--- config.mk ---
export PLATFORM = sky130hd
export DESIGN_NAME = serial_add_ctrl
export DESIGN_NICKNAME = d
export VERILOG_FILES = /design/src/rtl/serial_add_ctrl.sv
export SDC_FILE = /design/constraint.sdc
export NUM_CORES = 1
export LEC_CHECK = 0
export CAP_MARGIN = 15
export CELL_PAD_IN_SITES_DETAIL_PLACEMENT = 1
export CELL_PAD_IN_SITES_GLOBAL_PLACEMENT = 1
export CORE_MARGIN = 1
export CORE_UTILIZATION = 38
export DETAILED_ROUTE_END_ITERATION = 7
export PLACE_DENSITY_LB_ADDON = 0.1
export SYNTH_ARGS = -nofsm -noshare
export SYNTH_HDL_FRONTEND = slang
export SYNTH_SLANG_ARGS = --single-unit
--- constraint.sdc ---
create_clock -name clk -period 2.2 [get_ports clk]
set_input_delay 0.44 -clock clk [delete_from_list [all_inputs] [get_ports clk]]
set_output_delay 0.44 -clock clk [all_outputs]
set_load 0.03 [all_outputs]
--- src/rtl/serial_add_ctrl.sv ---
// Bit-serial adder controller: steps a one-bit registered full-adder LSB-first across WIDTH-bit operands.
// Optional subtract mode (sub port, a-b via ~b and carry-in 1) is enabled by defining SERIAL_ADD_SUB_EN.
module serial_add_ctrl #(
    parameter int unsigned WIDTH = 32
) (
    input  logic             clk,
    input  logic             rst,
    input  logic             start,
    input  logic [WIDTH-1:0] a,
    input  logic [WIDTH-1:0] b,
    input  logic             cin,
`ifdef SERIAL_ADD_SUB_EN
    input  logic             sub,
`endif
    output logic             busy,
    output logic             done,
    output logic [WIDTH-1:0] sum,
    output logic             cout,
    output logic             ovf
);

    localparam int unsigned CNT_W = (WIDTH > 1) ? $clog2(WIDTH) : 1;

    typedef enum logic [1:0] {
        IDLE  = 2'd0,
        SHIFT = 2'd1,
        DONE  = 2'd2
    } state_t;

    state_t             r_state;
    logic [WIDTH-1:0]   r_a;
    logic [WIDTH-1:0]   r_b;
    logic [WIDTH-1:0]   r_res;
    logic [WIDTH-1:0]   r_sum;
    logic [CNT_W-1:0]   r_cnt;
    logic               r_c;
    logic               r_cout;
    logic               r_ovf;
    logic               r_busy;
    logic               r_done;

    logic               w_s;
    logic               w_c_next;
    logic               w_last;
    logic [WIDTH-1:0]   w_b_in;
    logic               w_c_in;

    // Operand B and carry-in as loaded at acceptance
`ifdef SERIAL_ADD_SUB_EN
    assign w_b_in = sub ? ~b : b;
    assign w_c_in = sub ? 1'b1 : cin;
`else
    assign w_b_in = b;
    assign w_c_in = cin;
`endif

    // One-bit full-adder cell on the current LSBs
    assign w_s      = r_a[0] ^ r_b[0] ^ r_c;
    assign w_c_next = (r_a[0] & r_b[0]) | (r_a[0] & r_c) | (r_b[0] & r_c);
    assign w_last   = (r_cnt == CNT_W'(WIDTH - 1));

    always_ff @(posedge clk) begin
        if (rst) begin
            r_state <= IDLE;
            r_a     <= '0;
            r_b     <= '0;
            r_res   <= '0;
            r_sum   <= '0;
            r_cnt   <= '0;
            r_c     <= 1'b0;
            r_cout  <= 1'b0;
            r_ovf   <= 1'b0;
            r_busy  <= 1'b0;
            r_done  <= 1'b0;
        end else begin
            case (r_state)
                IDLE: begin
                    if (start) begin
                        r_a     <= a;
                        r_b     <= w_b_in;
                        r_c     <= w_c_in;
                        r_cnt   <= '0;
                        r_busy  <= 1'b1;
                        r_state <= SHIFT;
                    end
                end
                SHIFT: begin
                    r_res <= {w_s, r_res[WIDTH-1:1]};
                    r_a   <= r_a >> 1;
                    r_b   <= r_b >> 1;
                    r_c   <= w_c_next;
                    // r_c here is still the carry into the MSB on the last step
                    if (w_last) begin
                        r_sum   <= {w_s, r_res[WIDTH-1:1]};
                        r_cout  <= w_c_next;
                        r_ovf   <= r_c ^ w_c_next;
                        r_busy  <= 1'b0;
                        r_done  <= 1'b1;
                        r_state <= DONE;
                    end else begin
                        r_cnt <= r_cnt + CNT_W'(1);
                    end
                end
                DONE: begin
                    r_done  <= 1'b0;
                    r_state <= IDLE;
                end
                default: begin
                    r_busy  <= 1'b0;
                    r_done  <= 1'b0;
                    r_state <= IDLE;
                end
            endcase
        end
    end

    assign busy = r_busy;
    assign done = r_done;
    assign sum  = r_sum;
    assign cout = r_cout;
    assign ovf  = r_ovf;

endmodule

### Yosys cells after proc, flatten, opt, wreduce, memory -nomap -nowiden

Index checks and enable logic that the tools add are counted.

* register bits after elaboration: 140
* input bits: 68
* output and inout bits: 36
* word-level logic and storage cells: 53

* add/sub/neg operators: 1
* eq/ne operators: 6
* muxes and demuxes: 17
* bitwise gates (word level): 10
* reductions and logical operators: 8

Operators by type and width (number)
* 32-bit one-hot mux with 2 select lines: 2
* 32-bit 2-to-1 mux: 2
* 5-bit 2-to-1 mux: 2
* 5-bit one-hot mux with 2 select lines: 1
* 2-bit AND reduction: 4
* 2-bit != test (second input constant): 3
* 3-bit AND reduction: 2
* 5-bit by 1-bit adder with 5-bit output (second input constant): 1
* 5-bit equality test (second input constant): 1
* 1-bit 2-to-1 mux: 4
* 2-bit 2-to-1 mux: 2
* 1-bit one-hot mux with 2 select lines: 2
* 2-bit one-hot mux with 2 select lines: 1
* 1-bit AND: 3
* 1-bit one-hot mux with 3 select lines: 1
* 1-bit bitwise XOR: 3
* 2-bit by 1-bit equality test with 1-bit output (second input constant): 1
* 2-bit equality test (second input constant): 1
* 2-bit zero test: 1
* 1-bit inverter: 2
* 1-bit bitwise OR: 2
* 2-bit nonzero test: 1

### Logic depth before layout (Yosys ltp)

Gate-level depths: netlist (run 1).

* depth after elaboration: 4
* mapped depth: 8

### Least setup slack after synthesis (run 1)

Ideal clock, no wire load.

* path kind: register -> register
* start point: register r_cnt[0]
* end point: register r_cnt[3]
* data arrival time: 1.588 ns
* required time: 2.074 ns
* setup slack: 0.486 ns
* stages on the path, launching flop included: 7
* path buffers: 0
* clock period less this slack: 1.714 ns
* path through: dfxtp_1 -> ha_1 -> and3_1 -> ha_1 -> or3b_4 -> o2111ai_1 -> o31ai_1

* word-level cells in the longest chain between the ends: 3
* elaborated cells on any way between the ends: 6
* those cells by class: 1 x add/sub; 2 x eq/ne; 2 x mux; 1 x reduce/logical

RTL lines
* start: declaration: line 35 `logic [CNT_W-1:0] r_cnt;`
* start signal: assignment: line 101 `r_cnt <= r_cnt + CNT_W'(1);`
* 5-bit by 1-bit adder with 5-bit output or 5-bit equality test (tied branches): line 101, 60
* 5-bit 2-to-1 mux or 2-bit != test (tied branches)
* 5-bit one-hot mux with 2 select lines or 3-bit AND reduction (tied branches)

Parallel ways exist; a longest one is shown, timed or not. The select of a mux whose other input is x is not followed.
A chain may end at the register's enable or synchronous reset.

### Final worst setup path (run 1)

* start point: register r_cnt[0]
* end point: register r_ovf (netlist: ovf)

* word-level cells in the longest chain between the ends: 2

RTL lines
* 5-bit equality test: line 60 `assign w_last = (r_cnt == CNT_W'(WIDTH - 1));`
* 2-bit AND reduction (no source line)
* end signal: assignment: line 96 `r_ovf <= r_c ^ w_c_next;`
* end: declaration: line 38 `logic r_ovf;`

Every way passes these cells.

==> metrics.cfg, run 1 <==
[run_status]
status=finished clean

[timing]
period_share_pct=86.83
max_freq_mhz=523.5
min_period_ps=1910
slew_violations=0
finalSetupViolations=0
fin_skew_ps=7.905
timing.final.ws_setup_ps=289.7
fin_setup_tns_ps=0
rsz0062_at_grt=no
hold_viol=0
relSlewSlack_pct=63.44
tightestPinTransition_ps=547.6

[global_route]
grt_start_max_net_pins=65
grt_pass1_vias=4818
grt_pass1_wl_um=23140
track_usage_pct=19.96
antenna_found_initial=0
overflow=0

[finish]
syn_to_final_growth_pct=34.15
final_core_util_pct=52.41
diodes=0
drive_gt1_share_pct=7.298
final_nets=839
n_fill_cell=1673

[critical_path]
slowest_stage=dfxtp_1
cpMostUsedCell=ha_1
critPathMaxStageDelay_ps=390
cp-end-kind=flip-flop
worstPathMaxFanout=26
cp.buffers_inverters=1
worstPathArrival_ps=2230
worst-setup-path-type=reg2reg
path_cells=ha_1 -> and3_1 -> ha_1 -> and3b_1 -> buf_4 -> nor2_1 -> a211oi_1
reg2reg_slack_ps=290
required_ps=2520
cp-start-kind=flip-flop
critPathTopFamily=adder cells

[detailed_routing]
dr.first_iter.drc_count=273
antenna_left=0
remaining_drc_errors=0
wirelength_um=14000
via_count=4916
wl_per_cell_um=14.57
via_per_inst=5.116
dr.pass1.iters=4

[clock_tree]
cts_hold_buf=0
ctsResizeCount=0
path_clk_slew_ps=60
cts_setup_buffers=0
cts_buffers=17
clk_latency_ps=420
clk_root_buffer_cell=clkbuf_16
cts.sinks=139
cts_max_path_buffers=2
htreeDepth=4
cts_tree=built

[synth]
synthArstFlopShare_pct=0
ys_seq_area_share_pct=51.32
ys_warn_count=0
ys_ff_latch=139
synthesis.area_per_instance_um2=7.848
synth-edff-count=0
syn-cell-area_mm2=0.005423
ys_types=36
netlist_instances=691
syn-num-nets=762
synth_flop_cell=dfxtp_1

[placed_design]
dp_hpwl_um=8949
gp_congestion=0.8221
dpl_worst_slack_ps=264.1
port_buffers=103

[floorplanning]
ios=104
die_y_um=121.5
die_area_mm2=0.01475
core-area_mm2=0.01388
row_count=43
die_x_um=121.5
initial_core_util_pct=39.07

[run]
maxCapViolations=0

[power_and_ir_drop]
ir_drop_mv=0.5464
power_density_mw_per_mm2=912.3
p_leak_nw=2.668

[min_path]
hold_path_class=in2reg

## final timing paths
path,startpoint,cells after the start,endpoint
setup / recovery,r_cnt[0],7,ovf
hold / removal,rst,2,sum[28]
setup reg to reg,r_cnt[0],7,ovf
hold reg to reg,sum[25],2,sum[25]
## synth_stat cells (3+ instances only)
library cell,n,area share [%]
nand2_1,196,14
a21oi_1,192,18
dfxtp_1,139,51
o21ai_0,63,5.8
clkbuf_1,29,2.0
buf_2,15,1.4
buf_4,13,1.8
nor2_1,6,0.42
nand2b_1,4,0.46
nand3_1,3,0.28
## cell type report
cell class / instances / area [um2] / area share, %
multi-input cells: 491 / 2347 / 32.27
well taps: 180 / 225.2 / 3.096
clock buffers: 21 / 480.5 / 6.605
repair buffers: 117 / 1219 / 16.75
clock inverters: 11 / 212.7 / 2.924
flip-flops and latches: 139 / 2783 / 38.25
inverters: 2 / 7.507 / 0.1032
## flip-flops by register name, indices dropped and copies added (netlist names)
register and count:
busy 1, cout 1, done 1, ovf 1
r_a 32, r_b 32, r_c 1, r_cnt 5
r_res 31, r_state 2, sum 32
## per-layer routing
layer	up-vias	share of wire, %	global-route usage, %
met4	0	1.3	6.250
met1	2333	45	24.65
li1	2485	-	-
met5	-	0	0
met3	13	2.9	4.981
met2	85	50	33.88
## cells by family (layout without fill, tap and decap cells)
group                    after synthesis  in the layout  synth area share (%)
flip-flops                           139            139                 51.32
AO/OA/AOI/OAI                        267            267                 25.29
adder cells (fa/ha/maj)                3              3                0.8306
XOR/XNOR                               1              1                0.1615
AND/OR/NAND/NOR                      220            220                 16.66
buffers and inverters                 61            151                 5.745
## worst reg2reg max path: cells and delay by family (launching register included)
kind,cells,cell delay (ps)
DFF,1,390
buffers and inverters,1,290
AOI/OAI and AO/OA,1,220
adders and majority gates,2,470
and+or+nand+nor,3,460
## through the flow
stage / area (um2) / hold WS (ps) / cells / total power [mW]
6_report: 7274 / 376.9 / 961 / 6.637
5_1_grt: 7274 / 399.2 / 961 / 6.904
4_1_cts: 7274 / 374.5 / 961 / 6.697
3_5_place_dp: 6581 / 446.8 / 929 / 3.371
3_3_place_gp: 6581 / 441.4 / 929 / 3.347
2_1_floorplan: 5423 / 432.2 / 691 / 3.116
## where the power goes
part | internal (mW) | switching [mW] | total, mW
combinational | 0.272 | 0.335 | 0.607
clock | 2.24 | 1.08 | 3.32
sequential | 2.64 | 0.0701 | 2.71
## placed cells by master, fill, tap and decap left out, types with 2 or more instances in the layout
cell | Yosys | layout
a21oi_1 | 192 | 192
a22oi_1 | 2 | 2
buf_12 | 0 | 7
buf_4 | 13 | 7
bufinv_16 | 0 | 6
clkbuf_16 | 0 | 17
clkbuf_8 | 0 | 4
clkdlybuf4s50_1 | 0 | 102
clkinv_2 | 0 | 2
clkinvlp_4 | 0 | 3
dfxtp_1 | 139 | 139
ha_1 | 2 | 2
nand2_1 | 196 | 196
nand2b_1 | 4 | 3
nand3_1 | 3 | 3
nor2_1 | 6 | 6
nor3b_2 | 2 | 2
o21ai_0 | 63 | 63
Power figures use the tool's default switching activity.
==> run 2, diff against run 1 <==
Settings changed: SKIP_CTS_REPAIR_TIMING set to 1.
==> results of run 2 <==
Same layout as run 1: the final DEF is identical, and so are final timing and power.
==> run 3, diff against run 2 <==
Settings changed: CELL_PAD_IN_SITES_DETAIL_PLACEMENT 1 to not set, CELL_PAD_IN_SITES_GLOBAL_PLACEMENT 1 to not set, CORE_UTILIZATION 38 to 52, PLACE_DENSITY set to 0.87, PLACE_DENSITY_LB_ADDON 0.1 to not set.
==> metrics.cfg, run 3 (synthesized netlist as in run 1, its figures left out) <==
[detailed_routing]
met3_length_um=696  ; +73%
wirelength_um=12270  ; -12%
highest_layer=met4
wl_met2_um=6038  ; -15%
wl_met1_um=5364  ; -16%
dr.pass1.iters=5  ; +1
dr.first_iter.drc_count=307  ; +12%
wl_per_cell_um=13.47  ; -7.5%
antenna_left=0  ; unchanged
via_per_inst=5.416  ; +5.9%
remaining_drc_errors=0  ; unchanged
via_count=4934  ; +0.37%

[timing]
finalSetupViolations=0  ; unchanged
max_freq_mhz=495.4  ; -5.4%
hold_viol=0  ; unchanged
rsz0062_at_grt=no
relSlewSlack_pct=57.17  ; -6.3 points
tightestPinTransition_ps=642.4  ; +94.83 ps
period_share_pct=91.76  ; +4.9 points
fin_skew_ps=5.872  ; -2.034 ps
min_period_ps=2019  ; +108.5 ps
timing.final.ws_setup_ps=181.3  ; -108.5 ps
fin_setup_tns_ps=0  ; unchanged
slew_violations=0  ; unchanged

[placed_design]
dpl_worst_slack_ps=291.4  ; +27.27 ps
placed_area_mm2=0.006462  ; -1.8%
gp_congestion=0.8215  ; about the same
port_buffers=103  ; unchanged
dp_hpwl_um=7660  ; -14%

[global_route]
grt_pass1_wl_um=21220  ; -8.3%
track_usage_pct=23.79  ; +3.8 points
overflow=0  ; unchanged
grt_start_max_net_pins=69  ; +6.2%
grt_pass1_vias=4831  ; +0.27%
antenna_found_initial=0  ; unchanged

[finish]
diodes=0  ; unchanged
ff_latch_area_mm2=0.002783  ; unchanged
final_nets=836  ; -0.36%
design_area_mm2=0.007074  ; -2.8%
final_core_util_pct=71.07  ; +19 points
final_common_cell=nand2_1
layout_common_cells=196 x nand2_1, 192 x a21oi_1, 139 x dfxtp_1
multi_input_area_mm2=0.002347  ; unchanged
syn_to_final_growth_pct=30.46
n_fill_cell=768  ; -54%
drive_gt1_share_pct=6.812  ; -0.49 points

[clock_tree]
path_clk_slew_ps=60  ; about the same
cts_tree=built
cts_buffers=17  ; unchanged
cts.sinks=139  ; unchanged
cts_max_path_buffers=2  ; unchanged
clk_latency_ps=510  ; +90 ps
clk_root_buffer_cell=clkbuf_8
htreeDepth=4  ; unchanged

[critical_path]
cp-end-kind=output port
crit_start=busy
worstPathMaxFanout=3  ; -88%
cp.buffers_inverters=1  ; unchanged
timing.rr.start=r_cnt[0]
worst-setup-path-type=reg2out
critPathMaxStageDelay_ps=690  ; +300 ps
cp-start-kind=flip-flop
slowest_stage=clkdlybuf4s50_1
required_ps=1760  ; -760 ps
critPathTopFamily=buffers and inverters
path_cells=clkdlybuf4s50_1
worstPathArrival_ps=1580  ; -650 ps

[floorplanning]
core-area_mm2=0.009955  ; -28%
die_x_um=104.1  ; -14%
ios=104  ; unchanged
die_area_mm2=0.01084  ; -27%
die_y_um=104.1  ; -14%
row_count=36  ; -16%
initial_core_util_pct=54.47  ; +15 points

[run]
maxCapViolations=0  ; unchanged

[power_and_ir_drop]
power_density_mw_per_mm2=879.6  ; -3.6%
ir_drop_mv=0.5283  ; -3.3%
finalPower_mw=6.223  ; -6.2%
p_leak_nw=2.597  ; -2.6%

[run_status]
status=finished clean

[min_path]
holdCritStartpoint=rst
hold_path_class=in2reg

run 3: cell types whose count changed in the layout (fill, tap and decap cells not counted):
cell | before | now
buf_12 | 7 | 4
bufinv_16 | 6 | 4
clkbuf_1 | 0 | 1
clkbuf_16 | 17 | 16
clkbuf_8 | 4 | 1
clkinv_1 | 1 | 0
clkinvlp_4 | 3 | 5
inv_1 | 1 | 2
inv_6 | 0 | 3
run 3: final timing paths:
path	end	slack, ps	cells past startpoint
min reg2reg	sum[7]	450	2
min	r_cnt[1]	240	2
max reg2reg	r_cnt[3]	340	6
max	busy	180	1
run 3: layout make-up:
cell class,count,share of cell area [%]
Multi-Input combinational cell,491,33.18
Tap cell,133,2.352
Clock buffer,18,5.907
Inverter,2,0.1061
Timing Repair Buffer,114,16.38
Clock inverter,14,2.741
Sequential cell,139,39.34
run 3: per-stage QoR:
stage	instances	hold WS, ps
after CTS	911	216.1
after floorplan	691	432.2
after detailed placement	879	446.1
final	911	244.8
after global placement	879	442.5
after global routing	911	230.2
run 3: metal layers:
| layer | global-route usage, % | up-vias |
|---|---|---|
| met5 | 0 | - |
| met2 | 41.24 | 178 |
| li1 | - | 2484 |
| met3 | 5.388 | 16 |
| met1 | 28.40 | 2256 |
| met4 | 9.592 | 0 |
run 3: power breakdown:
group	internal, mW	switching (mW)	leakage, nW
Sequential	2.64	0.0675	1.14
Clock	1.85	1.09	0.284
Combinational	0.257	0.320	1.18
